File: config.mk
export PLATFORM = sky130hd
export DESIGN_NAME = mmio_slave_responder
export DESIGN_NICKNAME = d
export VERILOG_FILES = /design/src/rtl/mmio_pkg.sv /design/src/rtl/slave_regfile.sv /design/src/rtl/mmio_slave_responder.sv
export SDC_FILE = /design/constraint.sdc
export NUM_CORES = 1
export LEC_CHECK = 0
export CAP_MARGIN = 30
export CORE_MARGIN = 5
export CORE_UTILIZATION = 55
export CTS_BUF_LIST = sky130_fd_sc_hd__clkbuf_16
export DETAILED_ROUTE_END_ITERATION = 8
export GPL_ROUTABILITY_DRIVEN = 1
export PLACE_DENSITY = 0.76
export SLEW_MARGIN = 10
export SYNTH_ARGS = -nofsm -noshare
export SYNTH_HDL_FRONTEND = slang
export SYNTH_SLANG_ARGS = --single-unit
File: constraint.sdc
create_clock -name clk -period 4.2 [get_ports clk]
set_input_delay 1.05 -clock clk [delete_from_list [all_inputs] [get_ports clk]]
set_output_delay 1.05 -clock clk [all_outputs]
set_load 0.005 [all_outputs]
File: src/rtl/mmio_pkg.sv
// Shared definitions for the CPU data-bus MMIO window: base addresses,
// responder state encoding and fixed register indices.
package mmio_pkg;

  localparam int unsigned SLAVE_BASE  = 10000;
  localparam int unsigned MASTER_BASE = 11000;

  localparam int unsigned REG_CTRL   = 0;
  localparam int unsigned REG_STATUS = 1;

  typedef enum logic [1:0] {
    IDLE = 2'd0,
    WAIT = 2'd1,
    DONE = 2'd2
  } slave_state_t;

endpackage

File: src/rtl/slave_regfile.sv
// NREGS x 32 register bank with per-byte write enables and a combinational
// read port; index REG_STATUS never accepts writes.
module slave_regfile
  import mmio_pkg::*;
#(
  parameter int NREGS = 16,
  localparam int IW = $clog2(NREGS)
) (
  input  logic          clk,
  input  logic          rst_n,
  input  logic          wr_en,
  input  logic [IW-1:0] wr_idx,
  input  logic [3:0]    wr_be,
  input  logic [31:0]   wr_data,
  input  logic [IW-1:0] rd_idx,
  output logic [31:0]   rd_data,
  output logic [31:0]   reg0
);

  logic [31:0]      regs [NREGS];
  logic [NREGS-1:0] wr_hit;

  genvar gi;
  generate
    for (gi = 0; gi < NREGS; gi++) begin : g_hit
      // the status slot is wired off here, so it stays at its reset value
      if (gi == int'(REG_STATUS)) begin : g_ro
        assign wr_hit[gi] = 1'b0;
      end else begin : g_rw
        assign wr_hit[gi] = wr_en && (wr_idx == IW'(gi));
      end
    end
  endgenerate

  always_ff @(posedge clk or negedge rst_n) begin
    if (!rst_n) begin
      for (int i = 0; i < NREGS; i++) regs[i] <= '0;
    end else begin
      for (int i = 0; i < NREGS; i++)
        for (int b = 0; b < 4; b++)
          if (wr_hit[i] && wr_be[b]) regs[i][8*b +: 8] <= wr_data[8*b +: 8];
    end
  end

  assign rd_data = regs[rd_idx];
  assign reg0    = regs[int'(REG_CTRL)];

endmodule

File: src/rtl/mmio_slave_responder.sv
// Slave-side MMIO responder: captures a CPU request, waits WAIT_CYCLES, commits
// and pulses done_slave. Define MMIO_SLAVE_ERR_EN to add the err_slave output.
module mmio_slave_responder #(
  parameter int SLAVE_BASE  = mmio_pkg::SLAVE_BASE,
  parameter int NREGS       = 16,
  parameter int WAIT_CYCLES = 2
) (
  input  logic        clk,
  input  logic        rst_n,
  input  logic        en_slave,
  input  logic [31:0] daddr,
  input  logic [3:0]  we,
  input  logic [31:0] dwdata,
  output logic [31:0] drdata,
  output logic        done_slave,
  output logic [31:0] ctrl_o,
`ifdef MMIO_SLAVE_ERR_EN
  output logic        err_slave,
`endif
  input  logic [31:0] status_i
);
  import mmio_pkg::*;

  localparam int IW        = $clog2(NREGS);
  localparam bit ZERO_WAIT = (WAIT_CYCLES == 0);

  slave_state_t  state_reg;
  logic [3:0]    cnt_reg;
  logic [IW-1:0] idx_reg;
  logic [3:0]    we_reg;
  logic [31:0]   data_reg;
  logic          in_range_reg;

  logic [31:0]   offset_live;
  logic          in_range_live;
  logic [IW-1:0] idx_live;
  logic [IW-1:0] req_idx;
  logic [3:0]    req_we;
  logic [31:0]   req_data;
  logic          req_in_range;
  logic          commit;
  logic          wr_en;
  logic [31:0]   rd_data;

  assign offset_live   = daddr - 32'(SLAVE_BASE);
  assign in_range_live = (daddr >= 32'(SLAVE_BASE)) && (offset_live < 32'(NREGS * 4));
  assign idx_live      = offset_live[IW+1:2];

  // A zero-wait build commits straight from IDLE, so it must see the live request.
  always_comb begin
    req_idx      = idx_reg;
    req_we       = we_reg;
    req_data     = data_reg;
    req_in_range = in_range_reg;
    if (state_reg == IDLE) begin
      req_idx      = idx_live;
      req_we       = we;
      req_data     = dwdata;
      req_in_range = in_range_live;
    end
  end

  assign commit = en_slave &&
                  ((state_reg == IDLE && ZERO_WAIT) || (state_reg == WAIT && cnt_reg == 4'd0));
  assign wr_en  = commit && req_in_range && (req_we != 4'd0);

  slave_regfile #(.NREGS(NREGS)) u_regfile (
    .clk     (clk),
    .rst_n   (rst_n),
    .wr_en   (wr_en),
    .wr_idx  (req_idx),
    .wr_be   (req_we),
    .wr_data (req_data),
    .rd_idx  (req_idx),
    .rd_data (rd_data),
    .reg0    (ctrl_o)
  );

`ifdef MMIO_SLAVE_ERR_EN
  logic mis_reg;
  logic req_mis;
  logic err_next;

  assign req_mis  = (state_reg == IDLE) ? (daddr[1:0] != 2'b00) : mis_reg;
  assign err_next = !req_in_range || req_mis ||
                    ((req_we != 4'd0) && (req_idx == IW'(REG_STATUS)));

  always_ff @(posedge clk or negedge rst_n) begin
    if (!rst_n) begin
      mis_reg   <= 1'b0;
      err_slave <= 1'b0;
    end else begin
      if (state_reg == IDLE && en_slave) mis_reg <= (daddr[1:0] != 2'b00);
      err_slave <= commit && err_next;
    end
  end
`endif

  always_ff @(posedge clk or negedge rst_n) begin
    if (!rst_n) begin
      state_reg    <= IDLE;
      cnt_reg      <= 4'd0;
      idx_reg      <= '0;
      we_reg       <= 4'd0;
      data_reg     <= 32'd0;
      in_range_reg <= 1'b0;
      done_slave   <= 1'b0;
      drdata       <= 32'd0;
    end else begin
      done_slave <= 1'b0;
      case (state_reg)
        IDLE: begin
          if (en_slave) begin
            idx_reg      <= idx_live;
            we_reg       <= we;
            data_reg     <= dwdata;
            in_range_reg <= in_range_live;
            cnt_reg      <= 4'(WAIT_CYCLES - 1);
            state_reg    <= ZERO_WAIT ? DONE : WAIT;
          end
        end
        WAIT: begin
          // a stalled CPU that drops its strobe has abandoned the access
          if (!en_slave)             state_reg <= IDLE;
          else if (cnt_reg == 4'd0)  state_reg <= DONE;
          else                       cnt_reg   <= cnt_reg - 4'd1;
        end
        DONE:    state_reg <= IDLE;
        default: state_reg <= IDLE;
      endcase

      if (commit) begin
        done_slave <= 1'b1;
        if (req_we == 4'd0) begin
          if (!req_in_range)                    drdata <= 32'd0;
          else if (req_idx == IW'(REG_STATUS))  drdata <= status_i;
          else                                  drdata <= rd_data;
        end
      end
    end
  end

endmodule

==> results of run 1 <==
[Yosys cell counts (20+ instances only)]
cell / n / share of area
dfrtp_1: 560 / 0.54
nand2_1: 332 / 0.048
nor2_1: 332 / 0.048
a21oi_1: 291 / 0.056
o21ai_0: 206 / 0.040
mux2i_1: 119 / 0.046
clkbuf_1: 106 / 0.015
a211oi_1: 58 / 0.017
buf_4: 58 / 0.017
mux4_2: 53 / 0.046
and3_1: 46 / 0.011
buf_2: 41 / 0.0079
mux2_2: 25 / 0.011
inv_1: 23 / 0.0033
a221o_1: 20 / 0.0077
a221oi_1: 20 / 0.0067
[power breakdown]
part | switching [mW] | internal, mW
clock network | 2.09 | 2.99
registers | 0.128 | 5.56
logic | 2.59 | 1.32
total | 4.81 | 9.87
[critical path, stage by stage]
cell and delay, ns:
clkdlybuf4s50_1 0.50, or3b_4 0.41, and2_2 0.45, buf_12 0.26, mux4_2 0.51, a2111oi_0 0.60, buf_4 0.23, a221o_1 0.10
[per-stage QoR]
stage	util	total power, mW	cells	area [um^2]
3_5_place_dp	0.614	9.60	3240	28600
6_report	0.654	14.7	3342	30500
4_1_cts	0.653	14.7	3339	30500
2_1_floorplan	-	8.10	2538	26000
5_1_grt	0.654	15.2	3341	30500
3_3_place_gp	0.613	9.49	3238	28600
[worst max-delay path by stage]
stage          startpoint                               to  slack (ns)  cells past startpoint
6_report         daddr[2]           drdata[21]$_DFFE_PN0P_        0.61                      8
5_1_grt          daddr[2]            drdata[7]$_DFFE_PN0P_        0.44                      8
4_1_cts          daddr[2]           drdata[21]$_DFFE_PN0P_        0.68                      8
3_5_place_dp     daddr[2]           drdata[21]$_DFFE_PN0P_        0.06                      8
3_3_place_gp     daddr[2]            drdata[7]$_DFFE_PN0P_        0.10                      8
2_1_floorplan    daddr[4]  u_regfile.regs[253]$_DFFE_PN0P_        0.77                     11
[cells by family after synthesis]
family | Yosys count
buffers and inverters | 247
AOI/OAI and AO/OA | 676
and+or+nand+nor | 850
muxes | 197
xor gates and xnor gates | 6
adders and majority gates | 2
DFF | 560
[layer usage]
layer,up-vias,wire length [um]
met1,10200,29500
met5,-,0
li1,9230,-
met4,0,2460
met2,782,33800
met3,153,5180
[layout make-up]
cell class              instances  area (um^2)
flip-flops and latches        560        14000
fillers                      3564        16200
multi-input cells            1731        10700
inverters                      23         86.3
well taps                     607          759
diodes                          1         2.50
clock inverters                42          409
clock buffers                  57         1430
repair buffers                321         3080
==> summary.md, run 1 <==
| Metric | Value |
|---|---|
| Number of cells produced by synthesis | `2538` |
| CTS Root Buffer Type | `clkbuf_16` |
| Required time at the worst-slack endpoint | `4.74 ns` |
| FMAX | `279 MHz` |
| Ports | `168` |
| Cell area after synthesis | `0.0260 mm^2` |
| Synth unique cells | `64` |
| Path depth of the worst reg2reg path | `8` |
| Number of H-tree branching levels | `2` |
| Fin Setup TNS | `0 ns` |
| Number of storage elements in the synthesis netlist | `560` |
| Prevailing post-synth register cell | `dfrtp_1` |
| Crit Reg-Reg Endpoint | `drdata[21]$_DFFE_PN0P_` |
| Max FFs per register | `448` |
| Grt total ovfl | `0` |
| Detailed Place HPWL | `46200 um` |
| Port Buffer Count | `165` |
| Clock-pin slew reported for the worst setup and hold paths after clock tree synthesis | `0.06 ns` |
| Routed length per placed instance | `21.2 um` |
| Count of standard-cell rows | `79` |
| Number of warnings issued by yosys | `0` |
| Buffer depth of the longest clock path | `3` |
| Final number of setup-violating endpoints | `0` |
| Element type at the critical path end | `flip-flop` |
| Worst setup skew after layout | `0.0205 ns` |
| Number of antenna violations at the first check in global routing | `0` |
| Max-slew violation count | `0` |
| Startpoint of the most critical register-to-register path | `state_reg[0]$_DFFE_PN0P_` |
| Signal arrival time at the worst endpoint | `4.12 ns` |
| Fraction of the mapped netlist area in simple logic gates | `0.153` |
| Initial Util | `0.556` |
| Post-synthesis mux area share | `0.103` |
| Normalized max-slew margin | `0.342` |
| Commonest non-fill, non-tap cell in the layout | `dfrtp_1` |
| Layout cells sized above 1 | `0.136` |
| Period utilization | `0.854` |
| Synth async-reset ratio | `1.00` |
| Detailed Route Iter0 Violations | `2226` |
| WL final | `70900 um` |
| Dominant combinational cell family by area after synthesis | `simple AND/OR/NAND/NOR gates` |
| Fraction of the mapped netlist area in adder cells | `0.000964` |
| Total of hold buffers inserted after clock tree synthesis | `0` |
| Worst Path Class, Setup | `input port to flip-flop` |
| Leak | `14.0 nW` |
| Unrepaired setup endpoints after global routing | `false` |
| DRC Markers | `0` |
| PwrDens | `481 mW/mm^2` |
| Clock network latency to the later pin of the worst-skew pair | `0.61 ns` |
| Met2 Resource Use GR | `0.438` |
| Number of endpoints with negative hold slack in the final report | `0` |
| Count of nets after finishing | `2798` |
| Per-instance average area after synthesis | `10.2 um^2` |
| TritonCTS clock tree | `done` |
| Area grow syn2layout | `17.5%` |
| Most crowded layer after global routing | `met2` |
| Slew of the pin with the lowest slew margin | `0.984 ns` |
| Inserted Clock Buffers | `56` |
| Final weighted congestion of routability-driven global placement | `0.880` |
| Vias in the first global route | `20300` |
| Worst hold-check path type | `input port to asynchronous set/reset pin` |
| First-pass GRT wire length | `112000 um` |
| Largest net degree at the start of global routing | `101` |
| Final hold slack | `0.443 ns` |
| Run status | `finished, final reports clean` |
| Most frequent cells in the layout | `560 x dfrtp_1, 331 x nand2_1, 331 x nor2_1` |
| Fraction of met1 tracks used by global routing | `0.380` |
| Height of the die | `227 um` |
| Number of nets with antenna violations after routing | `0` |
| Max Cap Violations | `0` |
| Synth Area in XOR/XNOR | `0.00202` |
| Via Count | `20400` |
| Synth Net Count | `2643` |
| Maximum fanout encountered on the critical timing path | `21` |
| Final worst slack | `0.613 ns` |
| Synth Area in Compound Gates | `0.151` |
| Flop2flop setup slack | `0.66 ns` |
| Number of enable-type register cells in the synthesized netlist | `0` |
| Pre-antenna DRT Iters | `5` |
| Number of buffers added for setup after CTS | `0` |
| Die ar. | `0.0516 mm^2` |
| Pre-CTS setup slack | `0.0612 ns` |
| Total of cells resized after clock tree synthesis | `0` |
| Area of the core | `0.0467 mm^2` |
| Worst voltage drop across the vdd grid | `0.307 mV` |
| Sink Count | `560` |
| M3 GR Usage | `0.0512` |
| Startpoint type of the worst setup path | `input port` |
| Overall Global Routing Usage | `0.274` |
| Post-layout minimum cycle time | `3.59 ns` |
| Sequential cell area fraction in the yosys report | `0.540` |
| Most flop-heavy register | `u_regfile.regs` |
| Overall die width | `227 um` |
| Vias per cell | `6.10` |
(Power assumes the default switching activity.)
==> run 2: changes to the inputs <==
--- a/constraint.sdc
+++ b/constraint.sdc
@@ -3,2 +3,2 @@
 set_output_delay 1.05 -clock clk [all_outputs]
-set_load 0.005 [all_outputs]
+set_load 0.1 [all_outputs]
==> summary.md, run 2 (synthesis results as in run 1) <==
| Metric | Value |
|---|---|
| Run status | `finished, final reports clean` |
| Via Count | `20500 (+0.49%)` |
| Detailed Place HPWL | `46300 um (about the same)` |
| Number of H-tree branching levels | `2 (unchanged)` |
| Initial Util | `0.556 (unchanged)` |
| Largest net degree at the start of global routing | `101 (unchanged)` |
| Number of nets with antenna violations after routing | `0 (unchanged)` |
| Final weighted congestion of routability-driven global placement | `0.880 (unchanged)` |
| Max Cap Violations | `0 (unchanged)` |
| Most frequent cells in the layout | `560 x dfrtp_1, 331 x nand2_1, 331 x nor2_1` |
| Total of hold buffers inserted after clock tree synthesis | `0 (unchanged)` |
| Maximum fanout encountered on the critical timing path | `50 (+140%)` |
| Commonest non-fill, non-tap cell in the layout | `dfrtp_1` |
| Ports | `168 (unchanged)` |
| Flop2flop setup slack | `0.55 ns (-0.11 ns)` |
| Overall Global Routing Usage | `0.278 (+0.00440)` |
| Vias in the first global route | `20700 (+2.0%)` |
| Post-layout minimum cycle time | `3.65 ns (+0.0672 ns)` |
| Crit Reg-Reg Endpoint | `drdata[7]$_DFFE_PN0P_` |
| Net switching fraction of the power | `0.332 (+0.00448)` |
| Vias per cell | `6.13 (+0.58%)` |
| Die ar. | `0.0516 mm^2 (unchanged)` |
| Clock network latency to the later pin of the worst-skew pair | `0.61 ns (about the same)` |
| Post-detailed-placement cell area | `0.0287 mm^2 (about the same)` |
| Most flop-heavy register | `u_regfile.regs` |
| WL final | `71800 um (+1.2%)` |
| Height of the die | `227 um (unchanged)` |
| Routed length per placed instance | `21.5 um (+1.3%)` |
| Number of antenna violations at the first check in global routing | `0 (unchanged)` |
| Area of the core | `0.0467 mm^2 (unchanged)` |
| Max-slew violation count | `0 (unchanged)` |
| Inserted Clock Buffers | `55 (-1.8%)` |
| PwrDens | `479 mW/mm^2 (-0.54%)` |
| First-pass GRT wire length | `113000 um (+1.1%)` |
| Startpoint of the most critical register-to-register path | `state_reg[0]$_DFFE_PN0P_` |
| Final non-filler cell area | `0.0305 mm^2 (-0.11%)` |
| Fin Setup TNS | `0 ns (unchanged)` |
| Signal arrival time at the worst endpoint | `4.19 ns (+0.07 ns)` |
| Total of cells resized after clock tree synthesis | `0 (unchanged)` |
| Relative contribution of the clock network to total power | `0.340 (-0.006)` |
| Normalized max-slew margin | `0.289 (-0.0533)` |
| DRC Markers | `0 (unchanged)` |
| Final number of setup-violating endpoints | `0 (unchanged)` |
| Leak | `14.0 nW (-0.12%)` |
| Count of nets after finishing | `2797 (-0.036%)` |
| Internal | `9.74 mW (-1.3%)` |
| Crit path top cell by count | `buf_4` |
| TritonCTS clock tree | `done` |
| Startpoint type of the worst setup path | `flip-flop` |
| Area grow syn2layout | `17.4%` |
| Worst Path Class, Setup | `flip-flop to flip-flop` |
| Worst setup skew after layout | `0.0148 ns (-0.00569 ns)` |
| FMAX | `274 MHz (-1.8%)` |
| Critical Path Slowest Stage Cell | `dfrtp_1` |
| Period utilization | `0.870 (+0.0160)` |
| CTS Root Buffer Type | `clkbuf_16` |
| Port Buffer Count | `165 (unchanged)` |
| Switching component of the power | `4.84 mW (+0.70%)` |
| Max incr delay on CP | `0.78 ns (+0.18 ns)` |
| Worst voltage drop across the vdd grid | `0.341 mV (+11%)` |
| Final hold slack | `0.441 ns (-0.00200 ns)` |
| Max FFs per register | `448 (unchanged)` |
| Sink Count | `560 (unchanged)` |
| Combinational share of power | `0.270 (+0.004)` |
| Path depth of the worst reg2reg path | `8 (unchanged)` |
| Worst hold-check path type | `input port to asynchronous set/reset pin` |
| Non-filler instance count after layout | `3339 (-0.090%)` |
| Number of diodes | `0 (-1)` |
| Slew of the pin with the lowest slew margin | `1.06 ns (+0.0797 ns)` |
| Pre-antenna DRT Iters | `6 (+1)` |
| Element type at the critical path end | `flip-flop` |
| Count of standard-cell rows | `79 (unchanged)` |
| Crit path cell chain | `or2_1 > mux2_4 > buf_12 > buf_4 > mux4_2 > a2111oi_0 > buf_4 > a221o_1` |
| Layout cells sized above 1 | `0.136 (-0.000266)` |
| Clock-pin slew reported for the worst setup and hold paths after clock tree synthesis | `0.06 ns (about the same)` |
| Detailed Route Iter0 Violations | `2225 (-0.045%)` |
| Overall die width | `227 um (unchanged)` |
| Unrepaired setup endpoints after global routing | `false` |
| Cell total after placement | `3241 (+0.031%)` |
| Grt total ovfl | `0 (unchanged)` |
| Number of buffers added for setup after CTS | `0 (unchanged)` |
| Buffer depth of the longest clock path | `3 (unchanged)` |
| Sequential Power Share | `0.390 (+0.002)` |
| Number of endpoints with negative hold slack in the final report | `0 (unchanged)` |
| Required time at the worst-slack endpoint | `4.74 ns (about the same)` |
## run 2: changes by cell type in the layout (fill, tap and decap cells not counted), sizes merged
| cell | delta |
|---|---|
| bufinv | -2 |
| clkinv | -3 |
| clkinvlp | +1 |
| diode | -1 |
| inv | +2 |
## run 2: worst max path at each step
stage	start	endpoint	slack (ns)	depth (start not counted)
after CTS	daddr[2]	drdata[21]$_DFFE_PN0P_	0.65	8
after global routing	state_reg[0]$_DFFE_PN0P_	drdata[7]$_DFFE_PN0P_	0.39	8
after floorplan	daddr[4]	u_regfile.regs[253]$_DFFE_PN0P_	0.77	11
after detailed placement	daddr[2]	drdata[21]$_DFFE_PN0P_	0.03	8
final	state_reg[0]$_DFFE_PN0P_	drdata[7]$_DFFE_PN0P_	0.55	8
after global placement	daddr[2]	drdata[7]$_DFFE_PN0P_	0.10	8
## run 2: area by class of cell
cell class | count | area (um^2)
fill | 3483 | 16200
sequential | 560 | 14000
multi-input combinational | 1731 | 10700
timing repair buffer | 321 | 3090
clock buffer | 57 | 1430
tap | 607 | 759
clock inverter | 40 | 360
inverter | 23 | 86.3
## run 2: layer usage
| layer | part of all wire | track usage | vias to the layer above |
|---|---|---|---|
| met5 | 0 | 0 | - |
| met3 | 0.082 | 0.0569 | 187 |
| li1 | - | - | 9259 |
| met4 | 0.042 | 0.120 | 0 |
| met2 | 0.47 | 0.442 | 878 |
| met1 | 0.40 | 0.377 | 10200 |
## run 2: critical path, delay by kind of cell (launching register included)
family                 cells  cell delay [ns]
AND/OR/NAND/NOR            1             0.62
buffers and inverters      3             0.74
AO/OA/AOI/OAI              2             0.76
flip-flops                 1             0.78
multiplexers               2             0.62
## run 2: through the flow
step	power, mW	utilization	setup WS (ns)
floorplan	8.11	-	0.768
global placement	9.50	0.613	0.101
detailed placement	9.62	0.614	0.0276
CTS	14.6	0.653	0.652
global route	15.1	0.653	0.387
finish	14.6	0.653	0.546
## run 2: power groups by stage
stage | clock, mW | sequential [mW] | combinational [mW]
floorplan | 0 | 5.75 | 2.36
global placement | 0 | 5.77 | 3.73
detailed placement | 0 | 5.79 | 3.83
CTS | 5.02 | 5.69 | 3.86
global route | 5.24 | 5.71 | 4.15
finish | 4.96 | 5.69 | 3.94
==> run 3: changes to the inputs <==
CORE_ASPECT_RATIO = 1.2   (was unset)
CORE_UTILIZATION = 64   (was 55)
PLACE_DENSITY = 0.86   (was 0.76)
SLEW_MARGIN = 25   (was 10)
==> summary.md, run 3 (synthesis results as in run 1) <==
| Metric | Value |
|---|---|
| Die ar. | `0.0447 mm^2 (-13%)` |
| Vias in the first global route | `22000 (+5.9%)` |
| Pre-antenna DRT Iters | `6 (unchanged)` |
| Area grow syn2layout | `16.0%` |
| Cell count of the worst hold path | `2` |
| Number of antenna violations at the first check in global routing | `1 (+1)` |
| Height of the die | `231 um (+1.5%)` |
| Number of diodes | `0 (unchanged)` |
| Element type at the critical path end | `flip-flop` |
| Number of nets with antenna violations after routing | `0 (unchanged)` |
| Pre-CTS setup slack | `0.150 ns (+0.123 ns)` |
| Clock-pin slew reported for the worst setup and hold paths after clock tree synthesis | `0.06 ns (about the same)` |
| Clock network latency to the later pin of the worst-skew pair | `0.59 ns (-0.02 ns)` |
| TritonCTS clock tree | `done` |
| Reg area | `0.0140 mm^2 (unchanged)` |
| WL final | `72100 um (+0.40%)` |
| Final weighted congestion of routability-driven global placement | `0.880 (about the same)` |
| Slew of the pin with the lowest slew margin | `1.02 ns (-0.0485 ns)` |
| Commonest non-fill, non-tap cell in the layout | `dfrtp_1` |
| Post-detailed-placement cell area | `0.0285 mm^2 (-0.61%)` |
| Run status | `finished, final reports clean` |
| Sink Count | `560 (unchanged)` |
| Flop2flop setup slack | `0.75 ns (+0.20 ns)` |
| Crit path cell chain | `clkdlybuf4s50_1 > inv_1 > ha_1 > nor4bb_1 > a21oi_4 > buf_4 > nor4_1 > buf_4 > nand3_1 > nand2_1 > o21ai_0` |
| Number of buffers added for setup after CTS | `0 (unchanged)` |
| Vias per cell | `6.48 (+5.6%)` |
| Critical Path Slowest Stage Cell | `clkdlybuf4s50_1` |
| Grt total ovfl | `0 (unchanged)` |
| Overall Global Routing Usage | `0.322 (+0.0442)` |
| Max FFs per register | `448 (unchanged)` |
| Cell family with the largest share of critical-path delay | `simple AND/OR/NAND/NOR gates` |
| Leak | `13.8 nW (-1.1%)` |
| Area of the core | `0.0399 mm^2 (-14%)` |
| Post-route total power | `14.1 mW (-3.3%)` |
| CTS Root Buffer Type | `clkbuf_16` |
| Signal arrival time at the worst endpoint | `3.96 ns (-0.23 ns)` |
| Post-layout minimum cycle time | `3.53 ns (-0.126 ns)` |
| Worst hold-check path type | `flip-flop to flip-flop` |
| DRC Markers | `0 (unchanged)` |
| Total of cells resized after clock tree synthesis | `0 (unchanged)` |
| FMAX | `283 MHz (+3.6%)` |
| Count of standard-cell rows | `80 (+1.3%)` |
| First-pass GRT wire length | `116000 um (+2.6%)` |
| Max Cap Violations | `0 (unchanged)` |
| Most frequent cells in the layout | `560 x dfrtp_1, 331 x nand2_1, 331 x nor2_1` |
| Count of nets after finishing | `2790 (-0.25%)` |
| PwrDens | `468 mW/mm^2 (-2.1%)` |
| Detailed Place HPWL | `46400 um (+0.32%)` |
| Path depth of the worst reg2reg path | `9 (+1)` |
| Ports | `168 (unchanged)` |
| Via Count | `21100 (+3.0%)` |
| Worst hold start | `data_reg[15]$_DFFE_PN0P_` |
| Number of endpoints with negative hold slack in the final report | `0 (unchanged)` |
| Max incr delay on CP | `0.53 ns (-0.25 ns)` |
| Destination of the worst hold path | `data_reg[15]$_DFFE_PN0P_` |
| Startpoint of the most critical register-to-register path | `state_reg[0]$_DFFE_PN0P_` |
| Fill count | `2481 (-29%)` |
| Worst voltage drop across the vdd grid | `0.312 mV (-8.3%)` |
| Worst Path Class, Setup | `input port to flip-flop` |
| Most flop-heavy register | `u_regfile.regs` |
| Final worst slack | `0.671 ns (+0.126 ns)` |
| Period utilization | `0.840 (-0.0300)` |
| Largest net degree at the start of global routing | `107 (+5.9%)` |
| Fin Setup TNS | `0 ns (unchanged)` |
| Overall die width | `194 um (-15%)` |
| Multi-input logic area | `0.0107 mm^2 (about the same)` |
| Port Buffer Count | `165 (unchanged)` |
| Total of hold buffers inserted after clock tree synthesis | `0 (unchanged)` |
| Detailed Route Iter0 Violations | `1973 (-11%)` |
| Buffer depth of the longest clock path | `3 (unchanged)` |
| Number of H-tree branching levels | `2 (unchanged)` |
| Layout cells sized above 1 | `0.133 (-0.00322)` |
| Combined buffer and inverter count along the critical path | `4 (+1)` |
| Crit path top cell by count | `buf_4` |
| Worst setup skew after layout | `0.0202 ns (+0.00538 ns)` |
| Required time at the worst-slack endpoint | `4.63 ns (-0.11 ns)` |
| Normalized max-slew margin | `0.321 (+0.0324)` |
| Startpoint type of the worst setup path | `input port` |
| Maximum fanout encountered on the critical timing path | `16 (-68%)` |
| Final number of setup-violating endpoints | `0 (unchanged)` |
| Crit Reg-Reg Endpoint | `drdata[19]$_DFFE_PN0P_` |
| Final non-filler cell area | `0.0301 mm^2 (-1.2%)` |
| Routed length per placed instance | `22.1 um (+3.0%)` |
| Unrepaired setup endpoints after global routing | `false` |
| Initial Util | `0.650 (+0.0935)` |
| Max-slew violation count | `0 (unchanged)` |
| Inserted Clock Buffers | `52 (-5.5%)` |
[run 3: cell types whose count changed in the layout (fill, tap and decap cells not counted), sizes merged]
cell	change
buf	-4
bufinv	-4
clkbuf	-4
clkinv	+4
inv	-1
[run 3: tightest hold or removal path, cell delays in order (launching register included)]
cell	delay, ns
dfrtp_1	0.34
nand2_1	0.05
nand2_1	0.05
[run 3: worst max path at each step]
stage	startpoint	endpoint	slack, ns	cells after the start
after floorplan	daddr[4]	u_regfile.regs[253]$_DFFE_PN0P_	0.77	11
after global routing	daddr[5]	u_regfile.regs[404]$_DFFE_PN0P_	0.50	11
after detailed placement	daddr[5]	u_regfile.regs[413]$_DFFE_PN0P_	0.15	11
after global placement	daddr[2]	drdata[29]$_DFFE_PN0P_	0.19	8
after CTS	daddr[5]	u_regfile.regs[413]$_DFFE_PN0P_	0.75	11
final	daddr[5]	u_regfile.regs[413]$_DFFE_PN0P_	0.67	11
[run 3: layer usage]
| metal | vias up | track usage | share of wire |
|---|---|---|---|
| met5 | - | 0 | 0.00018 |
| met4 | 2 | 0.158 | 0.048 |
| met3 | 276 | 0.0814 | 0.096 |
| met2 | 1174 | 0.535 | 0.49 |
| met1 | 10400 | 0.398 | 0.36 |
| li1 | 9240 | - | - |
[run 3: final cells by class]
class	count	area share
clock buffer	53	0.0441
clock inverter	39	0.00815
inverter	23	0.00287
multi-input combinational	1731	0.356
sequential	560	0.466
tap	533	0.0222
timing repair buffer	317	0.101
[run 3: power by group]
| part | leakage (nW) | switching, mW | total [mW] | internal, mW |
|---|---|---|---|---|
| sequential | 7.75 | 0.113 | 5.67 | 5.56 |
| clock | 0.815 | 2.01 | 4.46 | 2.45 |
| combinational | 5.27 | 2.65 | 3.97 | 1.32 |
[run 3: metrics by stage]
step / util / hold WS [ns] / instances
2_1_floorplan: - / 0.442 / 2538
3_3_place_gp: 0.713 / 0.452 / 3160
3_5_place_dp: 0.713 / 0.461 / 3163
4_1_cts: 0.753 / 0.476 / 3255
5_1_grt: 0.754 / 0.494 / 3256
6_report: 0.754 / 0.473 / 3256
